### src/rtl/audio_pkg.sv
// Shared constants and frame helpers for the I2S audio output stage.
package audio_pkg;

    localparam int I2S_SLOT_BITS  = 32;
    localparam int I2S_WORD_W     = 24;
    localparam int I2S_FRAME_BITS = 64;
    localparam int I2S_PAD_W      = I2S_SLOT_BITS - I2S_WORD_W;

    localparam logic [5:0] I2S_BITCNT_RST = 6'd63;

    typedef logic [I2S_WORD_W-1:0]     dac_word_t;
    typedef logic [I2S_FRAME_BITS-1:0] frame_t;

    // Each 32-bit slot holds a left-justified 24-bit word followed by zero padding.
    function automatic frame_t pack_frame(dac_word_t left_word, dac_word_t right_word);
        return {left_word, {I2S_PAD_W{1'b0}}, right_word, {I2S_PAD_W{1'b0}}};
    endfunction

endpackage

### src/rtl/audio_sample_conv.sv
// Converts one signed PSG sample to a 24-bit DAC word (sign-extend, gain shift, reduce).
// Define AUDIO_I2S_SATURATE_EN to clamp overflowing values instead of wrapping them.
module audio_sample_conv
    import audio_pkg::*;
#(
    parameter int IN_W       = 19,
    parameter int GAIN_SHIFT = 5
) (
    input  logic [IN_W-1:0]       sample_i,
    output logic [I2S_WORD_W-1:0] word_o
);

`ifdef AUDIO_I2S_SATURATE_EN
    localparam int EXT_W = I2S_WORD_W + GAIN_SHIFT;

    logic signed [EXT_W-1:0] shifted;
    logic [EXT_W-I2S_WORD_W:0] top_bits;

    // The value fits in 24 bits only when everything above bit 22 is a copy of the sign.
    always_comb begin
        shifted  = EXT_W'($signed(sample_i)) <<< GAIN_SHIFT;
        top_bits = shifted[EXT_W-1:I2S_WORD_W-1];
        if ((top_bits == '0) || (top_bits == '1)) begin
            word_o = shifted[I2S_WORD_W-1:0];
        end else if (shifted[EXT_W-1]) begin
            word_o = 24'h800000;
        end else begin
            word_o = 24'h7FFFFF;
        end
    end
`else
    assign word_o = I2S_WORD_W'($signed(sample_i)) << GAIN_SHIFT;
`endif

endmodule

### src/rtl/audio_i2s_out.sv
// I2S transmitter that paces the PSG with a per-frame next_sample strobe and serialises its L/R mix.
// Overflow handling of the gain stage follows AUDIO_I2S_SATURATE_EN (see audio_sample_conv).
module audio_i2s_out
    import audio_pkg::*;
#(
    parameter int CLK_DIV    = 4,
    parameter int IN_W       = 19,
    parameter int GAIN_SHIFT = 5
) (
    input  logic            clk,
    input  logic            rst,
    input  logic [IN_W-1:0] left_in,
    input  logic [IN_W-1:0] right_in,
    output logic            next_sample,
    output logic            i2s_bck,
    output logic            i2s_lrck,
    output logic            i2s_data
);

    localparam int DIV_W = (CLK_DIV > 1) ? $clog2(CLK_DIV) : 1;

    logic [DIV_W-1:0] div_cnt_q, div_cnt_d;
    logic [5:0]       bit_cnt_q, bit_cnt_d;
    logic             bck_q, bck_d;
    logic             lrck_q, lrck_d;
    logic             data_q, data_d;
    logic             strobe_q, strobe_d;
    frame_t           frame_q, frame_d;

    dac_word_t        left_word, right_word;
    logic             tick, fall;
    logic [5:0]       bit_next, bit_idx;

    audio_sample_conv #(.IN_W(IN_W), .GAIN_SHIFT(GAIN_SHIFT)) u_conv_left (
        .sample_i (left_in),
        .word_o   (left_word)
    );

    audio_sample_conv #(.IN_W(IN_W), .GAIN_SHIFT(GAIN_SHIFT)) u_conv_right (
        .sample_i (right_in),
        .word_o   (right_word)
    );

    // Everything moves on a bck fall; slot n carries W[64-n], and 64-n mod 64 is just -n.
    always_comb begin
        tick      = (div_cnt_q == DIV_W'(CLK_DIV - 1));
        fall      = tick & bck_q;
        bit_next  = bit_cnt_q + 6'd1;
        bit_idx   = 6'd0 - bit_next;

        div_cnt_d = tick ? '0 : div_cnt_q + 1'b1;
        bck_d     = tick ? ~bck_q : bck_q;
        bit_cnt_d = bit_cnt_q;
        lrck_d    = lrck_q;
        data_d    = data_q;
        strobe_d  = 1'b0;
        frame_d   = frame_q;

        if (fall) begin
            bit_cnt_d = bit_next;
            lrck_d    = bit_next[5];
            if (bit_next == 6'd0) begin
                strobe_d = 1'b1;
                frame_d  = pack_frame(left_word, right_word);
                data_d   = 1'b0;
            end else begin
                data_d   = frame_q[bit_idx];
            end
        end
    end

    always_ff @(posedge clk) begin
        if (rst) begin
            div_cnt_q <= '0;
            bit_cnt_q <= I2S_BITCNT_RST;
            bck_q     <= 1'b0;
            lrck_q    <= 1'b1;
            data_q    <= 1'b0;
            strobe_q  <= 1'b0;
            frame_q   <= '0;
        end else begin
            div_cnt_q <= div_cnt_d;
            bit_cnt_q <= bit_cnt_d;
            bck_q     <= bck_d;
            lrck_q    <= lrck_d;
            data_q    <= data_d;
            strobe_q  <= strobe_d;
            frame_q   <= frame_d;
        end
    end

    assign next_sample = strobe_q;
    assign i2s_bck     = bck_q;
    assign i2s_lrck    = lrck_q;
    assign i2s_data    = data_q;

endmodule

### config.mk
export PLATFORM = sky130hd
export DESIGN_NAME = audio_i2s_out
export DESIGN_NICKNAME = d
export VERILOG_FILES = /design/src/rtl/audio_pkg.sv /design/src/rtl/audio_sample_conv.sv /design/src/rtl/audio_i2s_out.sv
export SDC_FILE = /design/constraint.sdc
export NUM_CORES = 1
export LEC_CHECK = 0
export BUFFER_PORTS_ARGS = -buffer_cell sky130_fd_sc_hd__buf_2
export CAP_MARGIN = 20
export CORE_UTILIZATION = 50
export CTS_CLUSTER_DIAMETER = 150
export DETAILED_ROUTE_END_ITERATION = 10
export PLACE_DENSITY = 0.73
export SYNTH_ARGS = -nofsm -noshare
export SYNTH_HDL_FRONTEND = slang
export SYNTH_SLANG_ARGS = --single-unit
export TNS_END_PERCENT = 50
### constraint.sdc
create_clock -name clk -period 6.31 [get_ports clk]
set_clock_uncertainty 0.2 [all_clocks]
set_input_delay 0.3155 -clock clk [delete_from_list [all_inputs] [get_ports clk]]
set_output_delay 0.3155 -clock clk [all_outputs]
set_load 0.005 [all_outputs]
==> flow_metrics.tcl <==
set metrics [dict create \
    status "complete, no violations" \
    top_usage_layer "met2" \
    grt_pass1_vias 1727 \
    routedWlPerCell_um 12.4 \
    cp.required_ns 6.30 \
    clkTransAtPathRegs_ns 0.09 \
    switching_power_uw 118 \
    synth_area_leaders "dfxtp_1 43%, nand2_1 15%, a21oi_1 8.7%, mux4_2 5.9%, mux2i_1 2.6%" \
    final_net_count 342 \
    overflow 0 \
    p_seq_share_pct 60.2 \
    clockBufferDepth 2 \
    grt_antenna_before_repair 0 \
    ctsResizeCount 0 \
    tritoncts "done" \
    p_leak_uw 0.000973 \
    drv_cap 0 \
    max_freq_ghz 0.316 \
    grt_pass1_wl_um 7690 \
    multiInputGateArea_um2 1200 \
    cts-root-buf "clkbuf_8" \
    cts_buffers 5 \
    die_x_um 69.9 \
    cp.arrival_ns 3.16 \
    worst-setup-path-type "reg -> reg" \
    synth_area_um2 2300 \
    ys_seq_elements 49 \
    grt.met1_usage_pct 26.3 \
    synth_commonest_cells "90 x nand2_1, 49 x dfxtp_1, 40 x a21oi_1" \
    finalHoldViolations 0 \
    synth_cells 269 \
    dr_total_vias 1879 \
    ios 44 \
    die-area_um2 4880 \
    track_usage_pct 19.9 \
    fin_crit_sh_pct 50.2 \
    hold_path.class "in -> reg" \
    startpoint_type "register" \
    use_met2_pct 32.1 \
    p_int_uw 406 \
    area_delta_synth_final_pct 11.6 \
    wl_um 4390 \
    portBuffers 43 \
    viasPerCell 5.32 \
    synthArstFlopShare_pct 0 \
    syn_nets 311 \
    drc 0 \
    clock_sinks 49 \
    cts_hold_buf 0 \
    rows 24 \
    grt_max_degree 44 \
    dr.pass1.iters 4 \
    combPwrFrac_pct 6.4 \
    synth_edf_count 0 \
    path_max_fanout 19 \
    post_cts_buffers 0 \
    end_kind "register" \
    setup-violations-final 0 \
    diodes 0 \
    fillers 418 \
    coreArea_um2 4380 \
    initial_core_util_pct 52.6 \
    ir_worst_vdd_mv 0.156 \
    synthFlopType "dfxtp_1" \
    final_core_util_pct 58.6 \
    ys_seq_area_share_pct 42.6 \
    dp_hpwl_um 3080 \
    synth_cell_types 33 \
    syn_avg_cell_area_um2 8.57 \
    clk_latency_ns 0.30 \
    tns_ns 0 \
    rsz0062_at_grt "no" \
    gp_congestion 0.877 \
    drtIter0Drc 89 \
    power.share.clock_pct 33.4 \
    p_sw_share_pct 22.6 \
    grtUsageMet3_pct 4.91 \
    powerDensity_nw_per_um2 204 \
    synth_warnings 0 \
    layout-drive-gt1-share_pct 21.9 \
    synth_most_common_cell "nand2_1" \
    tightest_slew_ns 0.738 \
    drv_slew 0 \
    die_h_um 69.9 \
    regArea_um2 981 \
    synth_top_area_share_pct 42.6 \
    final_antenna_net_count 0 \
    fin_crit_ns 3.17 \
    maxSlewHeadroom_pct 50.8 \
    ctsHtreeMaxLevel 2 \
    yosys.area.top_type "dfxtp_1" \
]
routing by layer:
layer	vias to the layer above	part of all wire, %
li1	968	-
met3	6	3.6
met5	-	0
met4	0	1.4
met1	874	48
met2	31	47
final timing paths:
check | from | end | slack [ns] | cells past startpoint
hold reg to reg | div_cnt_q[0] | div_cnt_q[0] | 0.24 | 1
setup reg to reg | bit_cnt_q[0] | i2s_data | 3.14 | 7
setup / recovery | bit_cnt_q[0] | i2s_data | 3.14 | 7
hold / removal | left_in[5] | frame_q[50] | 0.04 | 3
logic make-up (layout without fill, tap and decap cells):
group / count (synthesis) / in the layout / share of synthesized area, %
AOI/OAI and AO/OA: 52 / 52 / 12.5
xor gates and xnor gates: 10 / 10 / 4.45
adders and majority gates: 2 / 2 / 1.09
buffers and inverters: 23 / 55 / 5.43
DFF: 49 / 49 / 42.6
muxes: 15 / 15 / 11.7
and+or+nand+nor: 118 / 118 / 22.3
flip-flops by register name, indices dropped and copies added, names as in the netlist:
| register | cells |
|---|---|
| i2s_bck | 1 |
| frame_q | 38 |
| bit_cnt_q | 6 |
| div_cnt_q | 2 |
| i2s_data | 1 |
| next_sample | 1 |
power by group through the flow:
stage | Sequential [uW] | Combinational, uW | Clock, uW
after floorplan | 321 | 20.6 | 0
after global placement | 323 | 33.1 | 0
after detailed placement | 323 | 33.7 | 0
after CTS | 316 | 33.8 | 182
after global routing | 317 | 37.5 | 195
final | 316 | 33.5 | 175
stage by stage:
step	instances	worst slack [ns]	cell area [um2]	hold WS, ns	total power, uW
after CTS	353	3.12	2570	0.0313	531
after floorplan	269	4.05	2300	0.198	342
after detailed placement	345	3.14	2490	0.209	357
after global placement	345	3.20	2490	0.210	356
after global routing	353	2.93	2570	0.0386	549
final	353	3.14	2570	0.0406	525
layout by cell type (no fill, tap or decap):
cell type / n
a21oi_1: 40
a22o_1: 1
a22oi_1: 2
a31oi_1: 1
and3_1: 5
and3_4: 2
and3b_1: 1
buf_2: 43
buf_4: 2
clkbuf_1: 1
clkbuf_8: 5
clkinv_2: 2
dfxtp_1: 49
ha_1: 2
inv_1: 2
mux2i_1: 6
mux2i_4: 1
mux4_1: 2
mux4_2: 6
nand2_1: 90
nand3_1: 7
nor2_1: 5
nor2b_1: 1
nor3_1: 2
nor3_2: 1
nor3_4: 1
nor3b_1: 3
o211ai_1: 1
o21ai_0: 5
o311ai_2: 1
o31a_1: 1
xnor2_1: 3
xnor2_2: 1
xor2_1: 5
xor2_2: 1
area by class of cell:
type | count | share of cell area, %
Clock buffer | 6 | 2.82
Tap cell | 52 | 2.53
Multi-Input combinational cell | 197 | 46.9
Clock inverter | 2 | 0.389
Timing Repair Buffer | 45 | 8.95
Sequential cell | 49 | 38.2
Inverter | 2 | 0.292
critical path, stage by stage, from the launching register on:
cell and delay [ns]:
dfxtp_1 0.77, ha_1 0.74, and3b_1 0.26, o31a_1 0.34, xor2_2 0.19, and3_1 0.20, o311ai_2 0.25, a22oi_1 0.09
(Power assumes the default switching activity.)
